<file path="src/rtl/reset_sequencer_if.sv">
// Status/control bundle between the reset sequencer and the domains it controls.
// The master side is the sequencer. The slave side is the software/domain side.
interface reset_sequencer_if #(
    parameter int NUM_DOM = 4
);
    localparam int ERR_W = (NUM_DOM > 1) ? $clog2(NUM_DOM) : 1;

    logic               sw_rst_req;
    logic [NUM_DOM-1:0] dom_ready;
    logic [NUM_DOM-1:0] dom_rst;
    logic               seq_busy;
    logic               seq_done;
    logic               seq_err;
    logic [ERR_W-1:0]   err_dom;

    modport master (
        input  sw_rst_req,
        input  dom_ready,
        output dom_rst,
        output seq_busy,
        output seq_done,
        output seq_err,
        output err_dom
    );

    modport slave (
        output sw_rst_req,
        output dom_ready,
        input  dom_rst,
        input  seq_busy,
        input  seq_done,
        input  seq_err,
        input  err_dom
    );
endinterface

</file>
<file path="src/rtl/reset_sequencer.sv">
// Releases NUM_DOM reset domains in ascending order. Each release waits for the previous
// domain's ready, and a ready timeout re-asserts the stuck domain and latches an error.
module reset_sequencer #(
    parameter int NUM_DOM     = 4,
    parameter int HOLD_CYC    = 8,
    parameter int STEP_CYC    = 4,
    parameter int TIMEOUT_CYC = 64
) (
    input  logic              clk,
    input  logic              rst,
    reset_sequencer_if.master bus
);
    localparam int IW    = (NUM_DOM > 1) ? $clog2(NUM_DOM) : 1;
    localparam int MAX_A = (HOLD_CYC > STEP_CYC) ? HOLD_CYC : STEP_CYC;
    localparam int MAX_C = (MAX_A > TIMEOUT_CYC) ? MAX_A : TIMEOUT_CYC;
    localparam int CW    = $clog2(MAX_C + 1);

    typedef enum logic [2:0] {
        S_HOLD     = 3'd0,
        S_WAIT_RDY = 3'd1,
        S_STEP     = 3'd2,
        S_DONE     = 3'd3,
        S_ERR      = 3'd4
    } state_t;

    state_t             state_r;
    state_t             state_s;
    logic [IW-1:0]      idx_r;
    logic [IW-1:0]      idx_s;
    logic [CW-1:0]      cnt_r;
    logic [CW-1:0]      cnt_s;
    logic [NUM_DOM-1:0] dom_rst_r;
    logic [NUM_DOM-1:0] dom_rst_s;
    logic               busy_r;
    logic               busy_s;
    logic               done_r;
    logic               done_s;
    logic               err_r;
    logic               err_s;
    logic [IW-1:0]      err_dom_r;
    logic [IW-1:0]      err_dom_s;

    // State register; outputs are registered alongside the state they describe.
    always_ff @(posedge clk) begin
        if (rst) begin
            state_r   <= S_HOLD;
            idx_r     <= {IW{1'b0}};
            cnt_r     <= {CW{1'b0}};
            dom_rst_r <= {NUM_DOM{1'b1}};
            busy_r    <= 1'b1;
            done_r    <= 1'b0;
            err_r     <= 1'b0;
            err_dom_r <= {IW{1'b0}};
        end else begin
            state_r   <= state_s;
            idx_r     <= idx_s;
            cnt_r     <= cnt_s;
            dom_rst_r <= dom_rst_s;
            busy_r    <= busy_s;
            done_r    <= done_s;
            err_r     <= err_s;
            err_dom_r <= err_dom_s;
        end
    end

    // Next-state logic: a software restart pre-empts every state.
    always_comb begin
        state_s = state_r;
        idx_s   = idx_r;
        cnt_s   = cnt_r;
        if (bus.sw_rst_req) begin
            state_s = S_HOLD;
            idx_s   = {IW{1'b0}};
            cnt_s   = {CW{1'b0}};
        end else begin
            case (state_r)
                S_HOLD: begin
                    if (cnt_r == CW'(HOLD_CYC - 1)) begin
                        state_s = S_WAIT_RDY;
                        idx_s   = {IW{1'b0}};
                        cnt_s   = {CW{1'b0}};
                    end else begin
                        cnt_s = cnt_r + CW'(1);
                    end
                end
                S_WAIT_RDY: begin
                    if (bus.dom_ready[idx_r]) begin
                        cnt_s = {CW{1'b0}};
                        if (idx_r == IW'(NUM_DOM - 1)) begin
                            state_s = S_DONE;
                        end else begin
                            state_s = S_STEP;
                        end
                    end else if (cnt_r == CW'(TIMEOUT_CYC - 1)) begin
                        state_s = S_ERR;
                        cnt_s   = {CW{1'b0}};
                    end else begin
                        cnt_s = cnt_r + CW'(1);
                    end
                end
                S_STEP: begin
                    if (cnt_r == CW'(STEP_CYC - 1)) begin
                        state_s = S_WAIT_RDY;
                        idx_s   = idx_r + IW'(1);
                        cnt_s   = {CW{1'b0}};
                    end else begin
                        cnt_s = cnt_r + CW'(1);
                    end
                end
                S_DONE, S_ERR: begin
                    cnt_s = {CW{1'b0}};
                end
                default: begin
                    state_s = S_HOLD;
                    idx_s   = {IW{1'b0}};
                    cnt_s   = {CW{1'b0}};
                end
            endcase
        end
    end

    // Output decode from the next state so the registered outputs line up with it.
    always_comb begin
        dom_rst_s = {NUM_DOM{1'b1}};
        busy_s    = 1'b1;
        done_s    = 1'b0;
        err_s     = 1'b0;
        err_dom_s = {IW{1'b0}};
        case (state_s)
            S_HOLD: begin
                dom_rst_s = {NUM_DOM{1'b1}};
            end
            S_WAIT_RDY, S_STEP: begin
                for (int j = 0; j < NUM_DOM; j++) begin
                    dom_rst_s[j] = (j > int'(idx_s));
                end
            end
            S_DONE: begin
                dom_rst_s = {NUM_DOM{1'b0}};
                busy_s    = 1'b0;
                done_s    = 1'b1;
            end
            S_ERR: begin
                // The stuck domain goes back into reset; earlier domains stay released.
                for (int j = 0; j < NUM_DOM; j++) begin
                    dom_rst_s[j] = (j >= int'(idx_s));
                end
                busy_s    = 1'b0;
                err_s     = 1'b1;
                err_dom_s = idx_s;
            end
            default: begin
                dom_rst_s = {NUM_DOM{1'b1}};
            end
        endcase
    end

    assign bus.dom_rst  = dom_rst_r;
    assign bus.seq_busy = busy_r;
    assign bus.seq_done = done_r;
    assign bus.seq_err  = err_r;
    assign bus.err_dom  = err_dom_r;
endmodule

</file>
<file path="src/flat_wrapper.sv">
// flat-port wrapper written by rule: the top's interface ports become plain ports
module reset_sequencer_flat 
#(
    parameter int NUM_DOM     = 4,
    parameter int HOLD_CYC    = 8,
    parameter int STEP_CYC    = 4,
    parameter int TIMEOUT_CYC = 64
)
  (clk, rst, bus_sw_rst_req, bus_dom_ready, bus_dom_rst, bus_seq_busy, bus_seq_done, bus_seq_err, bus_err_dom);
  reset_sequencer_if #(.NUM_DOM(NUM_DOM)) bus_i ();
  input  logic clk;
  input  logic rst;
  input wire logic [$bits(bus_i.sw_rst_req)-1:0] bus_sw_rst_req;
  input wire logic [$bits(bus_i.dom_ready)-1:0] bus_dom_ready;
  output wire logic [$bits(bus_i.dom_rst)-1:0] bus_dom_rst;
  output wire logic [$bits(bus_i.seq_busy)-1:0] bus_seq_busy;
  output wire logic [$bits(bus_i.seq_done)-1:0] bus_seq_done;
  output wire logic [$bits(bus_i.seq_err)-1:0] bus_seq_err;
  output wire logic [$bits(bus_i.err_dom)-1:0] bus_err_dom;
  assign bus_i.sw_rst_req = bus_sw_rst_req;
  assign bus_i.dom_ready = bus_dom_ready;
  assign bus_dom_rst = bus_i.dom_rst;
  assign bus_seq_busy = bus_i.seq_busy;
  assign bus_seq_done = bus_i.seq_done;
  assign bus_seq_err = bus_i.seq_err;
  assign bus_err_dom = bus_i.err_dom;
  reset_sequencer #(.NUM_DOM(NUM_DOM), .HOLD_CYC(HOLD_CYC), .STEP_CYC(STEP_CYC), .TIMEOUT_CYC(TIMEOUT_CYC)) u_core (.clk(clk), .rst(rst), .bus(bus_i));
endmodule
</file>
<file path="config.mk">
export PLATFORM = sky130hd
export DESIGN_NAME = reset_sequencer_flat
export DESIGN_NICKNAME = d
export VERILOG_FILES = /design/src/rtl/reset_sequencer_if.sv /design/src/rtl/reset_sequencer.sv /design/src/flat_wrapper.sv
export SDC_FILE = /design/constraint.sdc
export NUM_CORES = 1
export LEC_CHECK = 0
export CAP_MARGIN = 40
export CORE_UTILIZATION = 47
export CTS_CLUSTER_SIZE = 8
export DETAILED_ROUTE_END_ITERATION = 8
export PLACE_DENSITY = 0.69
export SLEW_MARGIN = 20
export SYNTH_ARGS = -nofsm -noshare
export SYNTH_HDL_FRONTEND = slang
export SYNTH_SLANG_ARGS = --single-unit
export TNS_END_PERCENT = 50
</file>
<file path="constraint.sdc">
create_clock -name clk -period 2.4 [get_ports clk]
set_clock_uncertainty 0.15 [all_clocks]
set_input_delay 0.48 -clock clk [delete_from_list [all_inputs] [get_ports clk]]
set_output_delay 0.48 -clock clk [all_outputs]
set_load 0.005 [all_outputs]
</file>
Word level (Yosys, flattened, before mapping)
Cells that the tools add are included.

word-level totals
  flip-flop bits (word level) = 21
  bits of input ports = 7
  word-level logic and storage cells = 59

cells by class
  bitwise operators = 1
  reductions and logical operators = 7
  muxes and demuxes = 22
  $add $sub $neg = 2
  $lt $le $gt $ge = 7
  eq/ne operators = 12

operator list
  operator             number
  $mux 7               4
  $pmux 7 s3           1
  $mux 3               5
  $eq 3x2->1 const B   4
  $pmux 3 s4           1
  $pmux 4 s3           1
  $reduce_or 2->1      5
  $add 7x1->7 const B  1
  $eq 7x2->1 const B   1
  $eq 7x3->1 const B   1
  $eq 7x6->1 const B   1
  $eq 3x1->1 const B   2
  $eq 3x3->1 const B   2
  $mux 2               3
  $pmux 2 s3           1
  $mux 1               5
  $ge 1x2->1 const A   2
  $gt 2x2->1 const A   2
  $logic_not 3->1      1
  $lt 2x3->1 const B   1
  $reduce_or 3->1      1
  $add 2x1->2 const B  1
  $bmux 1 s2           1
  $eq 2x2->1 const B   1
  other kinds (3)      3

Logic depth before layout (Yosys ltp)
Gate-level depths: netlist of the first run.

  depth after elaboration = 8
  mapped depth = 7
  gate-level depth less buffers = 7

Worst setup path after synthesis of the first run
No wires, ideal clock.

  path type = input-to-reg
  from = input port bus_dom_ready[3]
  to = register u_core.dom_rst_r[2] (netlist: u_core.bus.dom_rst[2])
  required time = 2.117 ns
  library setup time = 0.133 ns
  slack = -0.031 ns
  path buffers = 0
  stages on the path = 6
  arrival time = 2.149 ns
  cell sequence = mux4_2 > or3_4 > nor4b_4 > or3_4 > a31oi_4 > a221oi_2

between the ends
  cells in the longest elaborated chain, start to end = 8

RTL lines
  item                                      line                    source
  start, declared                           flat_wrapper.sv:14      input wire logic [$bits(bus_i.dom_ready)-1:0] bus_dom_ready;
  $bmux 1 s2 (*)                            reset_sequencer.sv:87   if (bus.dom_ready[idx_r]) begin
  $mux 1 (implied by the code) (*)          reset_sequencer.sv:87
  $mux 3 (*)                                reset_sequencer.sv:87
  $pmux 3 s4 (*)                            reset_sequencer.sv:76   case (state_r)
  $mux 3 (*)                                reset_sequencer.sv:71   if (bus.sw_rst_req) begin
  $eq 3x1->1 or $eq 3x2->1 (tied branches)  reset_sequencer.sv:129  case (state_s)
  $reduce_or 2->1                           reset_sequencer.sv:129
  $pmux 4 s3 (*)                            reset_sequencer.sv:129
  end signal, assigned                      reset_sequencer.sv:49   dom_rst_r <= {NUM_DOM{1'b1}};
  end signal, assigned                      reset_sequencer.sv:58   dom_rst_r <= dom_rst_s;
  end, declared                             reset_sequencer.sv:32   logic [NUM_DOM-1:0] dom_rst_r;

Mark *: on every way between the ends. The rest lies on a longest branch, timed or not. The select of a mux whose other input is x is not followed.
A chain may end at the register's enable or synchronous reset.

Worst setup path in the final report of the first run
Same ends and word-level chain as after synthesis.

==> flow_metrics.env, run 1 <==
export IMPL_synth_area_sq_mm=0.00112
export IMPL_clock_latency_ps=310
export IMPL_io_buffer_count=15
export IMPL_wire_per_inst_microns=14.6
export IMPL_ys_ff_latch=21
export IMPL_maxSlewHeadroom_pct=70.6
export IMPL_coreArea_sq_mm=0.00223
export IMPL_initial_core_util_pct=50.1
export IMPL_gp_congestion=0.785
export IMPL_cts_made_buffers=3
export IMPL_crit_fanout=4
export IMPL_drive_above_1_share_pct=26.1
export IMPL_die_w_microns=50.8
export IMPL_place_hpwl_microns=1910
export IMPL_synthArstFlopShare_pct=0
export IMPL_drc=0
export IMPL_rsz0062_at_grt="yes"
export IMPL_r2r_start="u_core.idx_r[0]"
export IMPL_antenna_left=0
export IMPL_grt_pass1_vias=910
export IMPL_startpoint_type="primary input"
export IMPL_cap_violations=0
export IMPL_worst_setup_path_end_kind="flip-flop"
export IMPL_yosysUniqueCellTypes=46
export IMPL_synth_ff_type="dfxtp_1"
export IMPL_syn_nets=128
export IMPL_fillCellCount=195
export IMPL_cts_path_max_buffers=2
export IMPL_place_area_sq_mm=0.00135
export IMPL_cts_root_buf="clkbuf_4"
export IMPL_rrSetupSlack_ps=10
export IMPL_r2r_end="u_core.bus.dom_rst[2]"
export IMPL_nNetsFinal=152
export IMPL_critical_path_class="in -> reg"
export IMPL_finalCriticalPeriod_ps=2390
export IMPL_crit_top_cell="or3_4"
export IMPL_gr_usage_all_layers_pct=21.2
export IMPL_max_stage_delay_ps=470
export IMPL_synthTopCellsByCount="21 x dfxtp_1, 16 x nor2_1, 7 x nor3_1"
export IMPL_cts_hold_buf=0
export IMPL_dieArea_sq_mm=0.00258
export IMPL_fin_crit_sh_pct=99.5
export IMPL_cpMaxStageDelayCell="mux4_2"
export IMPL_overflow=0
export IMPL_min_delay_worst_endpoint="u_core.cnt_r[0]"
export IMPL_rr_worst_depth=6
export IMPL_powerDensity_mw_per_mm2=402
export IMPL_clkTransAtPathRegs_ps=120
export IMPL_ios=16
export IMPL_hp_class="reg -> reg"
export IMPL_num_vias=942
export IMPL_areaGrowthSynthToFinish_pct=24.2
export IMPL_worst_slew_pin_transition_ps=440
export IMPL_multiInputGateArea_sq_um=661
export IMPL_synth_edf_count=0
export IMPL_ys_top_cells_by_area="dfxtp_1 38%, nor2_1 5.4%, nor3_1 3.1%"
export IMPL_htreeDepth=1
export IMPL_clock_fmax_ghz=0.419
export IMPL_worstPathArrival_ps=2440
export IMPL_die_h_microns=50.8
export IMPL_postLayoutCellArea_sq_mm=0.00139
export IMPL_drt_wl_total_microns=2490
export IMPL_synth_warning_count=0
export IMPL_synth_most_common_cell="dfxtp_1"
export IMPL_viasPerCell=5.54
export IMPL_rows=17
export IMPL_path_buf_inv=1
export IMPL_cts_sinks=21
export IMPL_seq_area_frac_synth_pct=37.6
export IMPL_grt_pass1_wl_microns=3950
export IMPL_synth_top_area_share_pct=37.6
export IMPL_synthCells=119
export IMPL_whs_ps=284
export IMPL_grt_start_max_net_pins=13
export IMPL_firstDrtPassIters=4
export IMPL_whs_path_depth=1
export IMPL_ir_drop_mv=0.367
export IMPL_antenna_found_initial=0
export IMPL_path_cells="dlygate4sd2_1 -> mux4_2 -> or3_4 -> nor4b_4 -> or3_4 -> a31oi_4 -> a221oi_2"
export IMPL_yosysTopAreaCell="dfxtp_1"
export IMPL_status="finished clean"
export IMPL_diodes=0
export IMPL_setup_violations=0
export IMPL_drtIter0Drc=15
export IMPL_slew_violations=0
export IMPL_path_delay_family="simple AND/OR/NAND/NOR gates"
export IMPL_syn_avg_cell_area_sq_um=9.40
export IMPL_power_leakage_nw=0.524
export IMPL_holdCritStartpoint="u_core.cnt_r[0]"
export IMPL_hold_viol_final=0
export IMPL_regArea_sq_um=423
export IMPL_required_ps=2450
export IMPL_cts_tree="done"
-- layout by cell type, fill, tap and decap left out, drive strengths merged, types with 4 or more instances in the layout --
master / synthesis / final
nor2: 17 / 17
nor2b: 5 / 5
nor3: 7 / 7
nor3b: 5 / 5
dfxtp: 21 / 21
clkdlybuf4s50: 0 / 11
o21ai: 6 / 6
buf: 2 / 12
nand2: 6 / 6
dlygate4sd2: 0 / 4
-- registers in the layout, indices dropped and copies added, names as in the netlist --
signal / cells
u_core.state_r: 3
u_core.bus.seq_err: 1
u_core.bus.seq_done: 1
u_core.bus.err_dom: 2
u_core.bus.seq_busy: 1
u_core.cnt_r: 7
u_core.idx_r: 2
u_core.bus.dom_rst: 4
-- repair_timing --
item | in CTS | in global routing
endpoints found under the setup margin | 6 | 4
buffers inserted | 0 | 0
pin swaps | 4 | 3
gates resized for setup | 6 | 4
-- layer usage --
metal  wire, microns  global-route usage (%)
met2            1380                    40.7
met4              16                    8.33
met5               0                       0
met3              86                    3.64
met1            1010                    22.6
-- cells by family after synthesis --
family,Yosys count,share of synthesized area (%)
buffers and inverters,10,4.36
XOR/XNOR,4,3.13
adder cells (fa/ha/maj),2,2.24
flip-flops,21,37.6
AO/OA/AOI/OAI,23,17.2
multiplexers,3,3.80
AND/OR/NAND/NOR,56,31.7
-- metrics by stage --
step / setup TNS (ps) / power (mW) / worst slack (ps) / instances / util (%)
2_1_floorplan: 0 / 0.376 / 8.15 / 119 / -
3_3_place_gp: -3880 / 0.392 / -418 / 166 / 60.6
3_5_place_dp: -4430 / 0.393 / -480 / 166 / 60.6
4_1_cts: -6.53 / 0.563 / -6.53 / 170 / 61.8
5_1_grt: -84.0 / 0.581 / -45.0 / 170 / 62.2
6_report: 0 / 0.558 / 12.2 / 170 / 62.2
-- report_power, final --
part	switching (mW)	leakage [nW]	internal, mW
Clock	0.112	0.0177	0.0623
Combinational	0.0154	0.336	0.0167
Sequential	0.00125	0.170	0.350
Total	0.129	0.524	0.429
-- final cells by class --
cell class	instances	area share (%)
flip-flops and latches	21	30.5
inverters	2	0.541
clock inverters	1	0.360
multi-input cells	88	47.6
repair buffers	27	16.9
well taps	28	2.52
clock buffers	3	1.62
-- worst max path at each step --
stage / startpoint / slack (ps) / cells after the start / end
floorplan: bus_dom_ready[3] / 8 / 6 / u_core.bus.dom_rst[2]
global route: u_core.idx_r[0] / -40 / 6 / u_core.bus.dom_rst[2]
CTS: u_core.idx_r[0] / -7 / 6 / u_core.bus.dom_rst[2]
detailed placement: bus_dom_ready[3] / -480 / 7 / u_core.bus.dom_rst[2]
global placement: bus_dom_ready[3] / -420 / 7 / u_core.bus.dom_rst[2]
finish: bus_dom_ready[3] / 10 / 7 / u_core.bus.dom_rst[2]
Note: power is estimated with default switching activity, not from simulation.
==> inputs of run 2 (changes only) <==
Settings changed: CORE_ASPECT_RATIO set to 1.5, CORE_UTILIZATION 47 to 30, DONT_BUFFER_PORTS set to 1, PLACE_DENSITY 0.69 to 0.41.
==> run 2 against run 1 <==
Setup slack gained 82 ps. Clock-buffer cell count is the same. Combinational power shrank 33%. First-iteration DRC count shrank 6.7%. Die area grew 54%. Wire length grew 2.7%. Critical path depth shrank 1. Register-to-register slack gained 80 ps. Sequential share of layout area grew 1.6 points. Non-clock buffer count shrank 13. Fmax grew 3.6%. Utilization shrank 25 points. Largest cell class unchanged.
==> flow_metrics.env, run 2 (synthesized netlist as in run 1, its figures left out) <==
export IMPL_whs_path_depth=1
export IMPL_clock_fmax_ghz=0.434
export IMPL_cts_path_max_buffers=2
export IMPL_io_buffer_count=0
export IMPL_drtIter0Drc=14
export IMPL_rrSetupSlack_ps=90
export IMPL_r2r_end="u_core.bus.dom_rst[2]"
export IMPL_ios=16
export IMPL_p_total_mw=0.605
export IMPL_wire_per_inst_microns=14.9
export IMPL_die_w_microns=51.9
export IMPL_place_hpwl_microns=2040
export IMPL_powerDensity_mw_per_mm2=461
export IMPL_cts_made_buffers=3
export IMPL_hp_class="in -> reg"
export IMPL_finalCriticalPeriod_ps=2310
export IMPL_rows=26
export IMPL_cts_tree="done"
export IMPL_crit_fanout=4
export IMPL_initial_core_util_pct=32.1
export IMPL_cap_violations=0
export IMPL_coreArea_sq_mm=0.00348
export IMPL_grt_pass1_vias=925
export IMPL_status="finished clean"
export IMPL_cts_root_buf="clkbuf_8"
export IMPL_dieArea_sq_mm=0.00398
export IMPL_ir_drop_mv=0.312
export IMPL_largest_reg_flops=7
export IMPL_power_leakage_nw=0.481
export IMPL_holdCritStartpoint="rst"
export IMPL_die_h_microns=76.8
export IMPL_htreeDepth=1
export IMPL_critical_path_class="reg -> reg"
export IMPL_nNetsFinal=139
export IMPL_max_stage_delay_ps=510
export IMPL_postLayoutCellArea_sq_mm=0.00131
export IMPL_maxSlewHeadroom_pct=71.1
export IMPL_viasPerCell=5.22
export IMPL_rsz0062_at_grt="yes"
export IMPL_antenna_found_initial=0
export IMPL_crit_top_cell="or3_4"
export IMPL_drt_wl_total_microns=2560
export IMPL_cts_hold_buf=0
export IMPL_required_ps=2390
export IMPL_layout_cells_non_filler=171
export IMPL_worstPathArrival_ps=2300
export IMPL_worst_slew_pin_transition_ps=430
export IMPL_cts_sinks=21
export IMPL_dp_cells=167
export IMPL_gp_congestion=0.781
export IMPL_final_common_cell="dfxtp_1"
export IMPL_diodes=0
export IMPL_cts_resized=0
export IMPL_num_vias=892
export IMPL_tns_ps=0
export IMPL_overflow=0
export IMPL_grt_start_max_net_pins=13
export IMPL_gr_usage_all_layers_pct=14.5
export IMPL_fin_crit_sh_pct=96.1
export IMPL_post_cts_buffers=0
export IMPL_worst_setup_path_end_kind="flip-flop"
export IMPL_place_area_sq_mm=0.00123
export IMPL_drive_above_1_share_pct=29.5
export IMPL_grt_pass1_wl_microns=4350
export IMPL_clkTransAtPathRegs_ps=80
export IMPL_final_cell_mix="21 x dfxtp_1, 16 x nor2_1, 14 x buf_4"
export IMPL_min_delay_worst_endpoint="u_core.state_r[1]"
export IMPL_path_cells="mux4_2 -> or3_4 -> nor4b_4 -> or3_4 -> a31oi_4 -> a221oi_2"
export IMPL_fin_util_pct=37.6
export IMPL_startpoint_type="flip-flop"
export IMPL_cpMaxStageDelayCell="mux4_2"
export IMPL_slew_violations=0
export IMPL_antenna_left=0
export IMPL_drc=0
export IMPL_regMostFlops="u_core.cnt_r"
export IMPL_r2r_start="u_core.idx_r[0]"
export IMPL_hold_viol_final=0
export IMPL_areaGrowthSynthToFinish_pct=17.1
export IMPL_rr_worst_depth=6
export IMPL_clock_latency_ps=260
export IMPL_firstDrtPassIters=4
export IMPL_setup_violations=0
-- run 2: where the power goes --
| group | internal [mW] | switching, mW | leakage (nW) | total [mW] |
|---|---|---|---|---|
| Combinational | 0.00956 | 0.0122 | 0.286 | 0.0217 |
| Sequential | 0.350 | 0.00171 | 0.170 | 0.351 |
| Clock | 0.116 | 0.116 | 0.0255 | 0.231 |
| Total | 0.475 | 0.130 | 0.481 | 0.605 |
-- run 2: layout make-up --
type / instances / area, sq um
clock buffer: 3 / 41.3
multi-input combinational: 88 / 678
sequential: 21 / 420
timing repair buffer: 14 / 105
fill: 353 / 2170
inverter: 2 / 7.51
tap: 42 / 52.6
clock inverter: 1 / 5.00
-- run 2: critical path, delay by kind of cell (launching register included) --
| kind | cells | cell delay [ps] |
|---|---|---|
| flops | 1 | 350 |
| simple gates | 3 | 920 |
| compound gates | 2 | 260 |
| mux | 1 | 510 |
-- run 2: how the worst max path moves through the flow --
stage | start | end | slack [ps] | cells after the start
2_1_floorplan | bus_dom_ready[3] | u_core.bus.dom_rst[2] | 8 | 6
3_3_place_gp | bus_dom_ready[3] | u_core.bus.dom_rst[2] | -10 | 6
3_5_place_dp | bus_dom_ready[3] | u_core.bus.dom_rst[2] | -30 | 7
4_1_cts | u_core.cnt_r[0] | u_core.bus.dom_rst[2] | 30 | 7
5_1_grt | u_core.idx_r[0] | u_core.bus.dom_rst[1] | -1 | 7
6_report | u_core.idx_r[0] | u_core.bus.dom_rst[2] | 90 | 6
-- run 2: per-stage QoR --
stage	setup WS, ps	hold slack [ps]
floorplan	8.15	263
global placement	-10.9	273
detailed placement	-34.3	286
CTS	25.4	129
global route	-1.12	115
finish	94.5	137
-- run 2: metal layers --
| layer | track usage, % | vias up | share of wire [%] |
|---|---|---|---|
| met3 | 1.98 | 4 | 1.3 |
| met2 | 27.4 | 12 | 58 |
| met4 | 4.86 | 0 | 1.2 |
| met5 | 0 | - | 0 |
| li1 | - | 449 | - |
| met1 | 15.5 | 427 | 39 |
==> inputs of run 3 (changes only) <==
Clock period 2.4 ns to 2 ns, I/O delays scaled along.
==> run 3 against run 2 <==
The run now ends with setup timing left. Critical endpoint unchanged. Power up 21%. Wire length rose by 11%. Worst hold slack worse by 86 ps. Cell area up 8.2%. Combinational power is 40% higher. Non-clock buffer count up 9. First-iteration DRC count is 50% lower. Register-to-register slack worse by 410 ps. Fmax shrank 0.53%. Cell count up 5.3%. Critical path depth unchanged. Sequential power increased by 20%.
==> flow_metrics.env, run 3 (synthesized netlist as in run 1, its figures left out) <==
export IMPL_preCtsSetupSlack_ps=-399
export IMPL_grt_start_max_net_pins=12
export IMPL_maxSlewHeadroom_pct=68.0
export IMPL_cts_root_buf="clkbuf_8"
export IMPL_crit_fanout=4
export IMPL_powerDensity_mw_per_mm2=516
export IMPL_worstPathArrival_ps=2300
export IMPL_areaGrowthSynthToFinish_pct=26.7
export IMPL_clkTransAtPathRegs_ps=80
export IMPL_multiInputGateArea_sq_um=711
export IMPL_layout_cells_non_filler=180
export IMPL_cts_made_buffers=3
export IMPL_critical_path_class="reg -> reg"
export IMPL_cts_path_max_buffers=2
export IMPL_slew_violations=0
export IMPL_power_leakage_nw=0.537
export IMPL_wire_per_inst_microns=15.7
export IMPL_drive_above_1_share_pct=38.4
export IMPL_post_cts_buffers=0
export IMPL_max_stage_delay_ps=500
export IMPL_fin_crit_sh_pct=116
export IMPL_path_cells="mux4_2 -> or3_4 -> nor4b_4 -> or3_4 -> a31oi_4 -> a221oi_2"
export IMPL_cpMaxStageDelayCell="mux4_2"
export IMPL_fillCellCount=369
export IMPL_die_h_microns=76.8
export IMPL_cts_tree="done"
export IMPL_drtIter0Drc=7
export IMPL_path_delay_family="simple AND/OR/NAND/NOR gates"
export IMPL_gr_usage_all_layers_pct=16.0
export IMPL_drt_wl_total_microns=2830
export IMPL_initial_core_util_pct=32.1
export IMPL_die_w_microns=51.9
export IMPL_worst_setup_path_end_kind="flip-flop"
export IMPL_crit_top_cell="or3_4"
export IMPL_overflow=0
export IMPL_num_vias=919
export IMPL_drc=0
export IMPL_regMostFlops="u_core.cnt_r"
export IMPL_dp_cells=177
export IMPL_hp_class="in -> reg"
export IMPL_timing_final_ws_setup_ps=-318
export IMPL_dieArea_sq_mm=0.00398
export IMPL_regArea_sq_um=422
export IMPL_grt_pass1_wl_microns=4800
export IMPL_viasPerCell=5.11
export IMPL_nNetsFinal=148
export IMPL_cts_hold_buf=0
export IMPL_final_cell_mix="21 x buf_4, 20 x dfxtp_1, 13 x nor2_1"
export IMPL_hold_viol_final=0
export IMPL_ios=16
export IMPL_antenna_found_initial=0
export IMPL_setup_violations=15
export IMPL_final_common_cell="buf_4"
export IMPL_tns_ps=-2110
export IMPL_required_ps=1990
export IMPL_diodes=0
export IMPL_rsz0062_at_grt="yes"
export IMPL_cap_violations=0
export IMPL_cts_sinks=21
export IMPL_status="finished with violations"
export IMPL_largest_reg_flops=7
export IMPL_rows=26
export IMPL_antenna_left=0
export IMPL_place_hpwl_microns=2180
export IMPL_clock_fmax_ghz=0.431
export IMPL_gp_congestion=0.755
export IMPL_finalCriticalPeriod_ps=2320
export IMPL_io_buffer_count=0
export IMPL_worst_slew_pin_transition_ps=476
export IMPL_startpoint_type="flip-flop"
export IMPL_htreeDepth=1
export IMPL_violations="setup timing"
export IMPL_clock_latency_ps=260
export IMPL_ir_drop_mv=0.303
export IMPL_fin_util_pct=40.7
export IMPL_firstDrtPassIters=4
export IMPL_grt_pass1_vias=1059
export IMPL_coreArea_sq_mm=0.00348
export IMPL_path_buf_inv=0
-- run 3: changes by cell type in the layout (fill, tap and decap cells not counted), moves of 2 or more --
cell and delta:
nor2_1 -3, buf_4 +7, buf_6 +2, nor2_4 +2
-- run 3: layout make-up --
class                   count  share of cell area (%)
inverters                   2                   0.530
repair buffers             23                    12.7
multi-input cells          88                    50.1
flip-flops and latches     21                    29.7
clock buffers               4                    3.18
well taps                  42                    3.71
-- run 3: worst paths after layout --
| check | slack [ps] | endpoint | from | depth (start not counted) |
|---|---|---|---|---|
| min reg2reg | 400 | u_core.cnt_r[0] | u_core.cnt_r[0] | 2 |
| max | -320 | u_core.bus.dom_rst[2] | u_core.idx_r[0] | 6 |
| min | 50 | u_core.idx_r[0] | rst | 1 |
| max reg2reg | -320 | u_core.bus.dom_rst[2] | u_core.idx_r[0] | 6 |
-- run 3: per-layer routing --
metal | track usage, % | up-vias | routed length (microns)
met5 | 0 | - | 0
met1 | 16.7 | 438 | 1090
met2 | 29.4 | 13 | 1610
met3 | 3.17 | 6 | 58
li1 | - | 462 | -
met4 | 6.76 | 0 | 72
-- run 3: metrics by stage --
stage                     area (sq um)  hold slack [ps]  power, mW
after floorplan                   1120              263      0.452
after global placement            1310              327      0.460
after detailed placement          1310              325      0.460
after CTS                         1390             48.4      0.743
after global routing              1420             42.2      0.770
final                             1420             51.5      0.732
-- run 3: what timing repair did --
action / in CTS / in global routing
cloned: 0 / 0
hold endpoints to repair: 0 / 0
gates resized for setup: 7 / 10
endpoints found under the setup margin: 15 / 18
pin swaps: 6 / 3
-- run 3: report_power, final --
group / total [mW] / switching (mW) / internal [mW]
Clock: 0.281 / 0.139 / 0.142
Sequential: 0.421 / 0.00139 / 0.420
Combinational: 0.0304 / 0.0154 / 0.0149
Total: 0.732 / 0.156 / 0.576
